File: config.mk
export PLATFORM = sky130hd
export DESIGN_NAME = td4x_cpu_core
export DESIGN_NICKNAME = d
export VERILOG_FILES = /design/src/rtl/td4x_pkg.sv /design/src/rtl/td4x_decoder.sv /design/src/rtl/td4x_cpu_core.sv
export SDC_FILE = /design/constraint.sdc
export NUM_CORES = 1
export LEC_CHECK = 0
export BUFFER_PORTS_ARGS = -buffer_cell sky130_fd_sc_hd__buf_2
export CORE_UTILIZATION = 49
export CTS_CLUSTER_DIAMETER = 100
export DETAILED_ROUTE_END_ITERATION = 8
export GPL_TIMING_DRIVEN = 1
export PLACE_DENSITY_LB_ADDON = 0.12
export SYNTH_ARGS = -nofsm -noshare
export SYNTH_HDL_FRONTEND = slang
export SYNTH_SLANG_ARGS = --single-unit
File: constraint.sdc
create_clock -name clk -period 2.6 [get_ports clk]
set_input_delay 0.52 -clock clk [delete_from_list [all_inputs] [get_ports clk]]
set_output_delay 0.52 -clock clk [all_outputs]
set_load 0.005 [all_outputs]
File: src/rtl/td4x_pkg.sv
// Shared encodings for the td4x core: opcodes, ALU source select and run state.
package td4x_pkg;

  localparam logic [3:0] OP_ADDA  = 4'b0000;
  localparam logic [3:0] OP_MOVAB = 4'b0001;
  localparam logic [3:0] OP_INA   = 4'b0010;
  localparam logic [3:0] OP_MOVA  = 4'b0011;
  localparam logic [3:0] OP_MOVBA = 4'b0100;
  localparam logic [3:0] OP_ADDB  = 4'b0101;
  localparam logic [3:0] OP_INB   = 4'b0110;
  localparam logic [3:0] OP_MOVB  = 4'b0111;
  localparam logic [3:0] OP_SUBA  = 4'b1000;
  localparam logic [3:0] OP_OUTB  = 4'b1001;
  localparam logic [3:0] OP_HALT  = 4'b1010;
  localparam logic [3:0] OP_OUTI  = 4'b1011;
  localparam logic [3:0] OP_JZ    = 4'b1100;
  localparam logic [3:0] OP_JC    = 4'b1101;
  localparam logic [3:0] OP_JNC   = 4'b1110;
  localparam logic [3:0] OP_JMP   = 4'b1111;

  typedef enum logic [1:0] {SRC_A, SRC_B, SRC_IN, SRC_ZERO} src_sel_t;

  typedef enum logic {ST_RUN, ST_HALT} state_t;

endpackage

File: src/rtl/td4x_decoder.sv
// Combinational instruction decoder: picks the ALU source, the register to load
// and whether a jump is taken using the flags from before this instruction.
module td4x_decoder
  import td4x_pkg::*;
(
  input  logic [3:0] opcode,
  input  logic       cf,
  input  logic       zf,
  output src_sel_t   src_sel,
  output logic       ld_a,
  output logic       ld_b,
  output logic       ld_out,
  output logic       ld_pc,
  output logic       is_sub,
  output logic       is_halt
);

  always_comb begin
    src_sel = SRC_ZERO;
    ld_a    = 1'b0;
    ld_b    = 1'b0;
    ld_out  = 1'b0;
    ld_pc   = 1'b0;
    is_sub  = 1'b0;
    is_halt = 1'b0;
    case (opcode)
      OP_ADDA:  begin src_sel = SRC_A;  ld_a = 1'b1; end
      OP_MOVAB: begin src_sel = SRC_B;  ld_a = 1'b1; end
      OP_INA:   begin src_sel = SRC_IN; ld_a = 1'b1; end
      OP_MOVA:  ld_a = 1'b1;
      OP_MOVBA: begin src_sel = SRC_A;  ld_b = 1'b1; end
      OP_ADDB:  begin src_sel = SRC_B;  ld_b = 1'b1; end
      OP_INB:   begin src_sel = SRC_IN; ld_b = 1'b1; end
      OP_MOVB:  ld_b = 1'b1;
      OP_SUBA:  begin src_sel = SRC_A;  ld_a = 1'b1; is_sub = 1'b1; end
      OP_OUTB:  ld_out = 1'b1;
      OP_OUTI:  ld_out = 1'b1;
      OP_HALT:  is_halt = 1'b1;
      OP_JZ:    ld_pc = zf;
      OP_JC:    ld_pc = cf;
      OP_JNC:   ld_pc = ~cf;
      OP_JMP:   ld_pc = 1'b1;
      default:  ;
    endcase
  end

endmodule

File: src/rtl/td4x_cpu_core.sv
// Parametrised TD4-style accumulator core with fetch stall, HALT/resume and
// an output strobe. Holds the register file, ALU, PC and run/halt FSM.
module td4x_cpu_core
  import td4x_pkg::*;
#(
  parameter  int DW  = 4,
  parameter  int AW  = 4,
  localparam int IMW = (DW > AW) ? DW : AW,
  localparam int IW  = 4 + IMW
) (
  input  logic          clk,
  input  logic          rst,
  output logic [AW-1:0] address,
  input  logic [IW-1:0] data,
  input  logic          data_valid,
  input  logic [DW-1:0] port_i,
  output logic [DW-1:0] port_o,
  output logic          out_strobe,
  output logic          cf,
  output logic          zf,
  output logic          halted,
  input  logic          resume
);

  logic [3:0]    opcode;
  logic [IMW-1:0] imm;
  logic [DW-1:0] imm_dw;
  logic [DW-1:0] reg_a;
  logic [DW-1:0] reg_b;
  logic [DW-1:0] src;
  logic [DW:0]   alu_res;
  logic [AW-1:0] pc;
  logic [AW-1:0] pc_d;
  state_t        state;
  state_t        state_d;
  src_sel_t      src_sel;
  logic          ld_a, ld_b, ld_out, ld_pc, is_sub, is_halt;
  logic          exec;

  assign opcode  = data[IW-1:IMW];
  assign imm     = data[IMW-1:0];
  assign imm_dw  = imm[DW-1:0];
  assign exec    = (state == ST_RUN) && data_valid;
  assign address = pc;
  assign halted  = (state == ST_HALT);

  td4x_decoder u_decoder (
    .opcode (opcode),
    .cf     (cf),
    .zf     (zf),
    .src_sel(src_sel),
    .ld_a   (ld_a),
    .ld_b   (ld_b),
    .ld_out (ld_out),
    .ld_pc  (ld_pc),
    .is_sub (is_sub),
    .is_halt(is_halt)
  );

  always_comb begin
    src = '0;
    case (src_sel)
      SRC_A:   src = reg_a;
      SRC_B:   src = reg_b;
      SRC_IN:  src = port_i;
      default: src = '0;
    endcase
  end

  // Subtraction is two's-complement add, so carry-out doubles as "no borrow".
  always_comb begin
    if (is_sub)
      alu_res = {1'b0, reg_a} + {1'b0, ~imm_dw} + (DW+1)'(1);
    else
      alu_res = {1'b0, src} + {1'b0, imm_dw};
  end

  always_comb begin
    state_d = state;
    case (state)
      ST_RUN:  if (exec && is_halt) state_d = ST_HALT;
      ST_HALT: if (resume) state_d = ST_RUN;
      default: state_d = ST_RUN;
    endcase
  end

  // HALT parks the PC on its own address; resume then steps past it.
  always_comb begin
    pc_d = pc;
    if (state == ST_HALT) begin
      if (resume) pc_d = pc + AW'(1);
    end else if (data_valid) begin
      if (ld_pc)
        pc_d = imm[AW-1:0];
      else if (!is_halt)
        pc_d = pc + AW'(1);
    end
  end

  always_ff @(posedge clk) begin
    if (!rst) begin
      state      <= ST_RUN;
      pc         <= '0;
      reg_a      <= '0;
      reg_b      <= '0;
      port_o     <= '0;
      out_strobe <= 1'b0;
      cf         <= 1'b0;
      zf         <= 1'b0;
    end else begin
      state      <= state_d;
      pc         <= pc_d;
      out_strobe <= 1'b0;
      if (exec) begin
        cf <= alu_res[DW];
        zf <= (alu_res[DW-1:0] == '0);
        if (ld_a) reg_a <= alu_res[DW-1:0];
        if (ld_b) reg_b <= alu_res[DW-1:0];
        if (ld_out) begin
          port_o     <= (opcode == OP_OUTI) ? imm_dw : reg_b;
          out_strobe <= 1'b1;
        end
      end
    end
  end

endmodule

After elaboration in Yosys (flattened, before gate mapping)
Cells that the tools add are included.

word-level totals
  bits in registers = 20
  input port bits = 16
  output and inout port bits = 12
  logic and storage cells = 70

operators by class
  add/sub/neg operators = 4
  equality and inequality tests = 19
  muxes and demuxes = 19
  bitwise operators = 3
  reduce and logical (&&, ||, !) cells = 17

operator list
  kind                                                             count
  4-bit == test, second input constant                             8
  4-bit two-way mux                                                6
  4-bit by 3-bit == test with 1-bit output, second input constant  4
  4-bit one-hot mux with 3 select lines                            1
  4-bit by 4-bit adder with 5-bit output                           2
  4-bit by 2-bit == test with 1-bit output, second input constant  2
  4-bit zero test                                                  2
  1-bit two-way mux                                                8
  2-bit AND reduction                                              4
  2-bit one-hot mux with 3 select lines                            1
  2-bit OR reduction                                               3
  5-bit by 1-bit adder with 5-bit output, second input constant    1
  5-bit two-way mux                                                1
  5-bit OR reduction                                               1
  4-bit by 1-bit adder with 4-bit output, second input constant    1
  4-bit by 1-bit == test with 1-bit output, second input constant  1
  4-bit inverter                                                   1
  1-bit one-hot mux with 4 select lines                            1
  4-bit OR reduction                                               1
  3-bit inequality test, second input constant                     1
  3-bit AND reduction                                              1
  3-bit OR reduction                                               1
  2-bit by 1-bit == test with 1-bit output, second input constant  1
  2-bit == test, second input constant                             1
  other kinds (6)                                                  8

Depth between registers and ports, before layout
Gate-level depths: netlist of run 1.

  word-level depth = 8
  gate-level depth with buffers = 10
  gate-level depth less buffers = 9

Cells and area by module
Synthesis of run 1 repeated with hierarchy kept, for this count alone.

unflattened totals
  cell total of the unflattened synthesis = 168
  area, all modules = 1375.1 µm²

by module, submodules not included
  module         times used  cells an instance  area an instance (µm²)  sequential area each (µm²)
  td4x_cpu_core  1           154                1280.0                  400.4
  td4x_decoder   1           14                 95.1                    0.0

Worst setup path before layout of run 1
OpenSTA, ideal clock, no wires.

  kind = in2reg
  start = input port data[5]
  end = register zf
  setup time = 0.059 ns
  arrival = 2.486 ns
  data required time = 2.541 ns
  setup slack = 0.055 ns
  cell stages on the path = 9
  buffers on the path = 1
  path through = buf_2 -> nor3b_1 -> a22oi_1 -> nand2_1 -> ha_1 -> fa_1 -> mux2_4 -> nor4_2 -> a31o_1

on the way
  word-level cells in the longest chain between the ends = 8
  elaborated cells on any way between the ends = 19
  those cells by class = 1 x add/sub; 8 x eq/ne; 4 x mux; 6 x reduce/logical

ends and longest elaborated chain
  item                                                                              line                  RTL
  start, declared                                                                   td4x_cpu_core.sv:14   input logic [IW-1:0] data,
  4-bit by 3-bit == test with 1-bit output (tied with other cells)                  td4x_decoder.sv:26    case (opcode)
  3-bit OR reduction (no source line) / 2-bit OR reduction (equally long branches)  --
  2-bit one-hot mux with 3 select lines                                             td4x_decoder.sv:26
  2-bit == test (tied with other cells)                                             td4x_cpu_core.sv:62   case (src_sel)
  4-bit one-hot mux with 3 select lines                                             td4x_cpu_core.sv:62
  4-bit by 4-bit adder with 5-bit output                                            td4x_cpu_core.sv:75   alu_res = {1'b0, src} + {1'b0, imm_dw};
  5-bit two-way mux (*)                                                             td4x_cpu_core.sv:72   if (is_sub)
  4-bit zero test (*)                                                               td4x_cpu_core.sv:116  zf <= (alu_res[DW-1:0] == '0);
  end signal, assigned                                                              td4x_cpu_core.sv:116
  end, declared                                                                     td4x_cpu_core.sv:20   output logic zf,

Every way passes the cells marked *; elsewhere a longest branch is shown, timed or not.
A chain may end at the register's enable or synchronous reset.

Worst setup path in the final report of run 1
Same ends and word-level chain as after synthesis.

==> flow_summary.yaml, run 1 <==
power:
  p_int_w: 0.000561
  seqPwrFrac_pct: 42.9
  peakVddDrop_v: 0.000377
  p_per_area_nw_per_um2: 468
  leakagePower_nw: 0.779
  netSwitchingFraction_pct: 28.2
  p_sw_w: 0.000221
  p_clk_share_pct: 34.0
  p_comb_share_pct: 23.1
routing:
  drtIter0Drc: 51
  vias_per_cell: 6.05
  wl_per_cell_microns: 15.8
  drc: 0
  postRouteAntennaNets: 0
  wirelength_mm: 3.51
  firstDrtPassIters: 4
  vias: 1343
die:
  ioPinCount: 28
  rows: 19
  die_height_microns: 55.6
  start_util_pct: 51.6
  die_area_sq_um: 3100
  core-area_sq_um: 2730
  die_w_microns: 55.6
synthesis:
  ys.warnings.count: 0
  ys_types: 45
  netlist_area_sq_um: 1410
  synth_nets: 185
  ys_seq_area_share_pct: 28.4
  synth_edf_count: 0
  synth_ff_type: "dfxtp_1"
  yosys_register_bits: 20
  ys_async_sr_fraction_pct: 0
  syn-instance-count: 158
  syn_area_per_cell_sq_um: 8.92
placed_design:
  place_ws_ns: -0.192
  placedInstanceArea_sq_um: 1610
  gp_congestion: 0.931
  io_buffers: 27
  hpwl_mm: 2.71
clock_network:
  cts_tree: "done"
  clkSlewWorstSetupHoldPaths_ns: 0.13
  post_cts_buffers: 0
  worstSkewPairLatency_ns: 0.32
  cts_root_buffer: "clkbuf_4"
  clk_path_buf_depth: 2
  clock-sinks: 20
  numCtsBuffers: 3
  h-tree-depth: 1
setup_path:
  end_kind: "flop"
  crit_end: "zf$_SDFFE_PN0P_"
  critPathLaunchType: "input port"
  crit_arrival_ns: 2.57
  path_max_fanout: 5
  worstSetupPathType: "in -> reg"
  required_ns: 2.88
  reg2reg_setup_slack_ns: 0.51
  r2r-start: "reg_b[0]$_SDFFE_PN0P_"
  r2r_end: "cf$_SDFFE_PN0P_"
  critical_path.startpoint: "data[5]"
  r2r_cells: 8
finish:
  antennaDiodeCount: 0
  fillers: 239
  design_area_sq_um: 1670
  fin_nets: 219
  regArea_sq_um: 400
  syn2layout_area_growth_pct: 18.5
  layout-drive-gt1-share_pct: 26.2
  multi_input_area_sq_um: 936
  fin_util_pct: 61.1
sta:
  max_freq_ghz: 0.437
  timing.final.ws_setup_ns: 0.309
  relSlewSlack_pct: 53.6
  fin_crit_ns: 2.29
  slew_violations: 0
  setup_violations: 0
  hold_viol: 0
  rsz0062_at_grt: "no"
  finalSetupTns_ns: 0
  fin_skew_ns: 0.0101
  min_period_over_period_pct: 88.1
  worstMarginPinSlew_ns: 0.695
global_route:
  grt_pass1_vias: 1267
  antenna_found_initial: 0
  grt_use_total_pct: 24.2
  grt_overflow: 0
  grt_max_degree: 15
  grt_pass1_wl_mm: 5.85
run:
  maxCapViolations: 0
worst_hold_path:
  min_path_type: "reg -> reg"
outcome:
  status: "finished, final reports clean"
-- per-stage QoR --
step,std cells,hold WS (ns),power (W)
2_1_floorplan,158,0.483,0.000458
3_3_place_gp,218,0.485,0.000513
3_5_place_dp,218,0.490,0.000520
4_1_cts,222,0.498,0.000784
5_1_grt,222,0.502,0.000820
6_report,222,0.504,0.000782
-- worst min path at each step --
stage | from | to | cells past startpoint
floorplan | reg_b[0]$_SDFFE_PN0P_ | reg_b[0]$_SDFFE_PN0P_ | 2
detailed placement | port_o[2]$_SDFFE_PN0P_ | port_o[2]$_SDFFE_PN0P_ | 2
CTS | rst | address[0]$_SDFFE_PN0P_ | 2
global placement | port_o[1]$_SDFFE_PN0P_ | port_o[1]$_SDFFE_PN0P_ | 2
global route | rst | address[0]$_SDFFE_PN0P_ | 2
finish | port_o[2]$_SDFFE_PN0P_ | port_o[2]$_SDFFE_PN0P_ | 2
-- repair_timing --
| item | in CTS | in global routing |
|---|---|---|
| setup endpoints to repair | 0 | 1 |
| hold endpoints to repair | 0 | 0 |
| gates resized for setup | 0 | 1 |
| hold buffers | 0 | 0 |
-- power by group through the flow --
stage	clock network (W)	logic, W	registers, W
4_1_cts	0.000270	0.000179	0.000335
2_1_floorplan	0	0.000118	0.000340
5_1_grt	0.000281	0.000201	0.000337
6_report	0.000266	0.000181	0.000335
3_5_place_dp	0	0.000178	0.000342
3_3_place_gp	0	0.000172	0.000341
-- final cells by class --
class                      count  share of cell area (%)
timing repair buffer          36                    12.1
inverter                      11                    2.47
clock buffer                   3                    1.35
clock inverter                 1                    1.80
multi-input combinational    120                    56.0
sequential                    20                    24.0
tap                           31                    2.32
-- flip-flops by register name, indices dropped and copies added (netlist names) --
name / count
halted: 1
port_o: 4
zf: 1
out_strobe: 1
reg_b: 4
cf: 1
reg_a: 4
address: 4
-- cells in the mapped netlist, types with 2 or more instances --
cell type   n  area, sq um
nor2_1     13         48.8
nor2b_1     2         12.5
nor3b_1     2         15.0
a21o_1      3         22.5
o21a_1      4         30.0
o31a_1      2         17.5
mux2i_1    13          130
a22oi_1     4         30.0
clkbuf_1    3         11.3
a211oi_1    6         45.0
nand3b_1    2         15.0
fa_1        2         40.0
inv_1      11         41.3
o211ai_1    4         30.0
a21oi_1     5         25.0
nor3_1      2         10.0
nand3_1     2         10.0
o41a_1      2         22.5
and3_1      3         18.8
a31oi_1     4         25.0
o21ai_0     4         20.0
nor4b_2     2         30.0
dfxtp_1    20          400
nand2_1    11         41.3
xnor2_1     2         17.5
ha_1        9          113
buf_2       3         15.0
-- cells in the final DEF (no fill, tap or decap), drive strengths merged, types with 5 or more instances in the layout --
cell type,count
dfxtp,20
mux2i,13
a211oi,6
inv,11
nand2,11
nor2,13
a21oi,6
buf,36
o21ai,5
ha,9
-- routing by layer --
metal	wire, microns	GRT usage, %
met1	1590	31.1
met4	48	7.50
met3	178	2.79
met2	1700	42.5
met5	0	0
-- worst max-delay path: stages --
cell and delay [ns]:
buf_2 0.13, nor3b_2 0.36, a22oi_1 0.15, nand2_1 0.09, ha_1 0.18, fa_1 0.43, mux2_4 0.29, nor4_2 0.25
a31o_1 0.17
-- logic make-up (layout without fill, tap and decap cells) --
| group | after synthesis | after routing | synth area share, % |
|---|---|---|---|
| flops | 20 | 20 | 28.4 |
| fa+ha+maj | 11 | 11 | 10.8 |
| compound gates | 45 | 45 | 23.2 |
| mux | 15 | 15 | 11.1 |
| simple gates | 47 | 47 | 19.7 |
| xor+xnor | 2 | 2 | 1.24 |
| buf+inv | 18 | 51 | 5.59 |
(Power assumes the default switching activity.)
==> run 2: changes to the inputs <==
SETUP_SLACK_MARGIN = 0.5   (was not set)
==> run 2 against run 1 <==
  * Setup slack improved by 0.17 ns
  * Count of clock-buffer cells in the layout is 1 higher
  * Die area stayed put
  * Design area is 12% higher
  * Cell count increased by 4.1%
  * Clock skew shrank 0.0052 ns
  * Clock power shrank 29%
  * Via count up 3.5%
  * Sequential power hardly changed
==> flow_summary.yaml, run 2 (synthesized netlist as in run 1, its figures left out) <==
outcome:
  status: "finished, final reports clean"
routing:
  drc: 0
  drtIter0Drc: 54
  firstDrtPassIters: 4
  wirelength_mm: 3.87
  vias_per_cell: 6.02
  vias: 1390
  postRouteAntennaNets: 0
  wl_per_cell_microns: 16.8
global_route:
  grt.met2_usage_pct: 48.4
  grt_pass1_vias: 1420
  grtUsageMet1_pct: 33.2
  grt_use_total_pct: 27.7
  antenna_found_initial: 0
  grt_max_degree: 15
  use_met3_pct: 3.95
  top_usage_layer: "met2"
  grt_pass1_wl_mm: 6.69
  grt_overflow: 0
finish:
  layout-drive-gt1-share_pct: 35.0
  final_common_cell: "buf_2"
  fillers: 204
  fin_nets: 228
  mostFrequentLayoutCells: "buf_2, dfxtp_1, buf_4"
  antennaDiodeCount: 0
  design_area_sq_um: 1870
  syn2layout_area_growth_pct: 32.8
clock_network:
  cts-hold-fix-buffers: 0
  clock-sinks: 20
  numCtsBuffers: 3
  clk_path_buf_depth: 2
  clkSlewWorstSetupHoldPaths_ns: 0.12
  cts_root_buffer: "clkbuf_4"
  cts_tree: "done"
  h-tree-depth: 1
  worstSkewPairLatency_ns: 0.31
run:
  maxCapViolations: 0
sta:
  timing.final.ws_setup_ns: 0.480
  hold_slack_ns: 0.505
  finalSetupTns_ns: 0
  slew_violations: 0
  rsz0062_at_grt: "yes"
  setup_violations: 0
  min_period_over_period_pct: 81.5
  hold_viol: 0
  fin_skew_ns: 0.00489
  relSlewSlack_pct: 65.6
  max_freq_ghz: 0.472
  fin_crit_ns: 2.12
  worstMarginPinSlew_ns: 0.514
placed_design:
  gp_congestion: 0.975
  placedInstanceArea_sq_um: 1640
  place_ws_ns: 0.0164
  hpwl_mm: 2.80
  io_buffers: 27
die:
  die_height_microns: 55.6
  start_util_pct: 51.6
  die_w_microns: 55.6
  ioPinCount: 28
  die_area_sq_um: 3100
  core-area_sq_um: 2730
  rows: 19
setup_path:
  path_max_fanout: 5
  r2r_end: "zf$_SDFFE_PN0P_"
  end_kind: "flop"
  critical_path.startpoint: "data[4]"
  r2r_cells: 8
  r2r-start: "reg_b[0]$_SDFFE_PN0P_"
  critical-path-slowest-cell: "fa_2"
  crit_chain: "buf_12 -> nor3b_4 -> a22oi_1 -> nand2_1 -> ha_2 -> fa_2 -> xnor2_2 -> mux2i_2 -> nor4_4 -> a31o_1"
  reg2reg_setup_slack_ns: 0.57
  critPathLaunchType: "input port"
  worstSetupPathType: "in -> reg"
  cpPeakStageDelay_ns: 0.37
  required_ns: 2.82
  crit_arrival_ns: 2.34
  crit_end: "zf$_SDFFE_PN0P_"
power:
  leakagePower_nw: 0.850
  p_per_area_nw_per_um2: 399
  peakVddDrop_v: 0.000260
worst_hold_path:
  min_path_type: "reg -> reg"
[run 2: changes by cell type in the layout (fill, tap and decap cells not counted), moves of 2 or more]
cell and change:
nor3b_4 +2, a211oi_1 -2, ha_1 -2, buf_12 +4
buf_4 +8, buf_2 -4
[run 2: worst max-delay path, delay by kind of cell]
family,cells,cell delay [ns]
and+or+nand+nor,3,0.33
buffers and inverters,1,0.11
muxes,1,0.27
adders and majority gates,2,0.57
AOI/OAI and AO/OA,2,0.39
xor gates and xnor gates,1,0.15
[run 2: worst min-delay path by stage]
stage,cells past startpoint,from,end,slack (ns)
after floorplan,2,reg_b[0]$_SDFFE_PN0P_,reg_b[0]$_SDFFE_PN0P_,0.48
after global placement,2,port_o[2]$_SDFFE_PN0P_,port_o[2]$_SDFFE_PN0P_,0.48
after detailed placement,2,port_o[0]$_SDFFE_PN0P_,port_o[0]$_SDFFE_PN0P_,0.49
after CTS,4,resume,halted$_SDFF_PN0_,0.50
after global routing,2,rst,address[0]$_SDFFE_PN0P_,0.52
final,2,port_o[0]$_SDFFE_PN0P_,port_o[0]$_SDFFE_PN0P_,0.50
[run 2: per-stage QoR]
step	power (W)	utilization, %	instances
floorplan	0.000475	-	158
global placement	0.000515	59.8	212
detailed placement	0.000523	59.8	212
CTS	0.000738	66.4	227
global route	0.000787	68.5	231
finish	0.000748	68.5	231
[run 2: per-layer routing]
layer / wire [microns] / share of wire [%] / vias to the layer above
li1: - / - / 669
met1: 1610 / 42 / 658
met2: 1950 / 50 / 52
met3: 201 / 5.2 / 11
met4: 108 / 2.8 / 0
met5: 0 / 0 / -
[run 2: what timing repair did]
item	in CTS	in global routing
endpoints found under the setup margin	3	7
resized for setup	15	6
setup buffers	11	4
pin swaps	8	6
[run 2: area by class of cell]
class                      count  area [sq um]  area share, %
sequential                    20           400           21.4
clock buffer                   4          36.3           1.94
inverter                      11          41.3           2.20
multi-input combinational    120          1020           54.6
timing repair buffer          45           334           17.8
tap                           31          38.8           2.07
[run 2: power breakdown]
group | internal (W) | switching [W] | total (W)
clock network | 0.0000857 | 0.000104 | 0.000189
registers | 0.000321 | 0.0000144 | 0.000336
logic | 0.000112 | 0.000110 | 0.000223
==> run 3: changes to the inputs <==
CORE_UTILIZATION = 54   (was 49)
clock period = 2.07 ns   (was 2.6 ns; I/O delays follow)
==> run 3 against run 2 <==
  * Setup slack worse by 0.40 ns
  * Clock skew down 0.0033 ns
  * Flip-flop and latch count unchanged
  * Critical endpoint unchanged
  * Sequential share of layout area rose by 0.47 points
  * Core utilization increased by 7.1 points
  * Count of clock-buffer cells in the layout down 1
==> flow_summary.yaml, run 3 (synthesized netlist as in run 1, its figures left out) <==
setup_path:
  crit_arrival_ns: 2.26
  worstSetupPathType: "in -> reg"
  reg2reg_setup_slack_ns: 0.10
  crit_buf_inv: 1
  critical-path-slowest-cell: "fa_2"
  cpPeakStageDelay_ns: 0.37
  path_max_fanout: 4
  end_kind: "flop"
  cpLargestDelayFamily: "adder cells"
  r2r_cells: 8
  r2r-start: "reg_b[0]$_SDFFE_PN0P_"
  required_ns: 2.33
  crit_chain: "buf_8 -> nor3b_4 -> a22oi_2 -> nand2_1 -> ha_2 -> fa_2 -> xnor2_2 -> mux2i_2 -> nor4_2 -> a31o_1"
  r2r_end: "zf$_SDFFE_PN0P_"
  critPathLaunchType: "input port"
clock_network:
  clk_path_buf_depth: 2
  clkSlewWorstSetupHoldPaths_ns: 0.13
  cts_root_buffer: "clkbuf_4"
  numCtsBuffers: 3
  cts_tree: "done"
  h-tree-depth: 1
  cts-hold-fix-buffers: 0
  worstSkewPairLatency_ns: 0.31
  clock-sinks: 20
run:
  maxCapViolations: 0
worst_hold_path:
  hold_start: "resume"
  min_to: "halted$_SDFF_PN0_"
  min_path_type: "in -> reg"
  hold_depth: 4
routing:
  vias_per_cell: 6.04
  postRouteAntennaNets: 0
  wirelength_mm: 3.80
  drc: 0
  firstDrtPassIters: 4
  wl_per_cell_microns: 16.9
  vias: 1358
  drtIter0Drc: 22
die:
  ioPinCount: 28
  die_area_sq_um: 2820
  die_height_microns: 53.1
  core-area_sq_um: 2480
  die_w_microns: 53.1
  rows: 18
  start_util_pct: 56.9
placed_design:
  io_buffers: 27
  hpwl_mm: 2.86
  gp_congestion: 0.934
sta:
  worstMarginPinSlew_ns: 0.472
  setup_violations: 0
  hold_slack_ns: 0.403
  fin_crit_ns: 1.99
  rsz0062_at_grt: "yes"
  finalSetupTns_ns: 0
  fin_skew_ns: 0.00164
  hold_viol: 0
  slew_violations: 0
  relSlewSlack_pct: 68.5
  min_period_over_period_pct: 96.3
  max_freq_ghz: 0.502
finish:
  layout-drive-gt1-share_pct: 38.5
  mostFrequentLayoutCells: "buf_2, dfxtp_1, nor2_1, buf_4"
  fin_nets: 223
  final_common_cell: "buf_2"
  syn2layout_area_growth_pct: 32.8
  antennaDiodeCount: 0
global_route:
  grt_pass1_wl_mm: 5.80
  top_usage_layer: "met2"
  grt.met2_usage_pct: 53.4
  grtUsageMet1_pct: 31.4
  use_met3_pct: 4.89
  antenna_found_initial: 0
  grt_pass1_vias: 1298
  grt_use_total_pct: 29.2
  grt_overflow: 0
  grt_max_degree: 15
power:
  p_per_area_nw_per_um2: 551
  peakVddDrop_v: 0.000527
  leakagePower_nw: 0.837
outcome:
  status: "finished, final reports clean"
==> run 3: changes by cell type in the layout (fill, tap and decap cells not counted), sizes merged <==
cell,delta
bufinv,+1
clkbuf,-1
buf,-5
==> run 3: per-stage QoR <==
step | setup slack [ns] | std cells | total power, W | util (%) | area [sq um]
final | 0.0761 | 225 | 0.00103 | 75.6 | 1870
after global routing | -0.0279 | 225 | 0.00107 | 75.6 | 1870
after CTS | 0.107 | 223 | 0.00102 | 72.8 | 1800
after detailed placement | -0.293 | 218 | 0.000671 | 68.2 | 1690
after global placement | -0.242 | 218 | 0.000661 | 68.2 | 1690
after floorplan | -0.118 | 158 | 0.000599 | - | 1510
==> run 3: worst register-to-register path, cell delays in order, from the launching register on <==
cell	delay, ns
dfxtp_2	0.36
a22oi_2	0.17
nand2_1	0.09
ha_2	0.20
fa_2	0.37
xnor2_2	0.16
mux2i_2	0.11
nor4_2	0.28
a31o_1	0.18
==> run 3: repair_timing <==
action	4_1_cts	5_1_grt
pin swaps	9	5
setup endpoints to repair	10	14
gates resized for setup	15	13
hold endpoints to repair	0	0
setup buffers	1	2
==> run 3: worst max path at each step <==
| stage | endpoint | cells after the start | start |
|---|---|---|---|
| 2_1_floorplan | zf$_SDFFE_PN0P_ | 10 | data[4] |
| 3_3_place_gp | zf$_SDFFE_PN0P_ | 10 | data[4] |
| 3_5_place_dp | zf$_SDFFE_PN0P_ | 10 | data[4] |
| 4_1_cts | zf$_SDFFE_PN0P_ | 10 | data[4] |
| 5_1_grt | zf$_SDFFE_PN0P_ | 10 | data[4] |
| 6_report | zf$_SDFFE_PN0P_ | 10 | data[4] |
==> run 3: cell type report <==
type                       instances  area (sq um)
tap                               30          37.5
multi-input combinational        120          1060
inverter                          11          41.3
sequential                        20           409
timing repair buffer              40           270
fill                             182           604
clock inverter                     1          30.0
clock buffer                       3          22.5
==> run 3: power by group <==
group	switching (W)	total [W]	internal, W
Clock	0.000136	0.000332	0.000196
Sequential	0.0000185	0.000422	0.000404
Combinational	0.000141	0.000277	0.000136
==> run 3: metal layers <==
| layer | vias to the layer above | share of wire [%] |
|---|---|---|
| met1 | 645 | 41 |
| met4 | 0 | 3.2 |
| li1 | 661 | - |
| met2 | 40 | 53 |
| met3 | 12 | 3.6 |
| met5 | - | 0 |
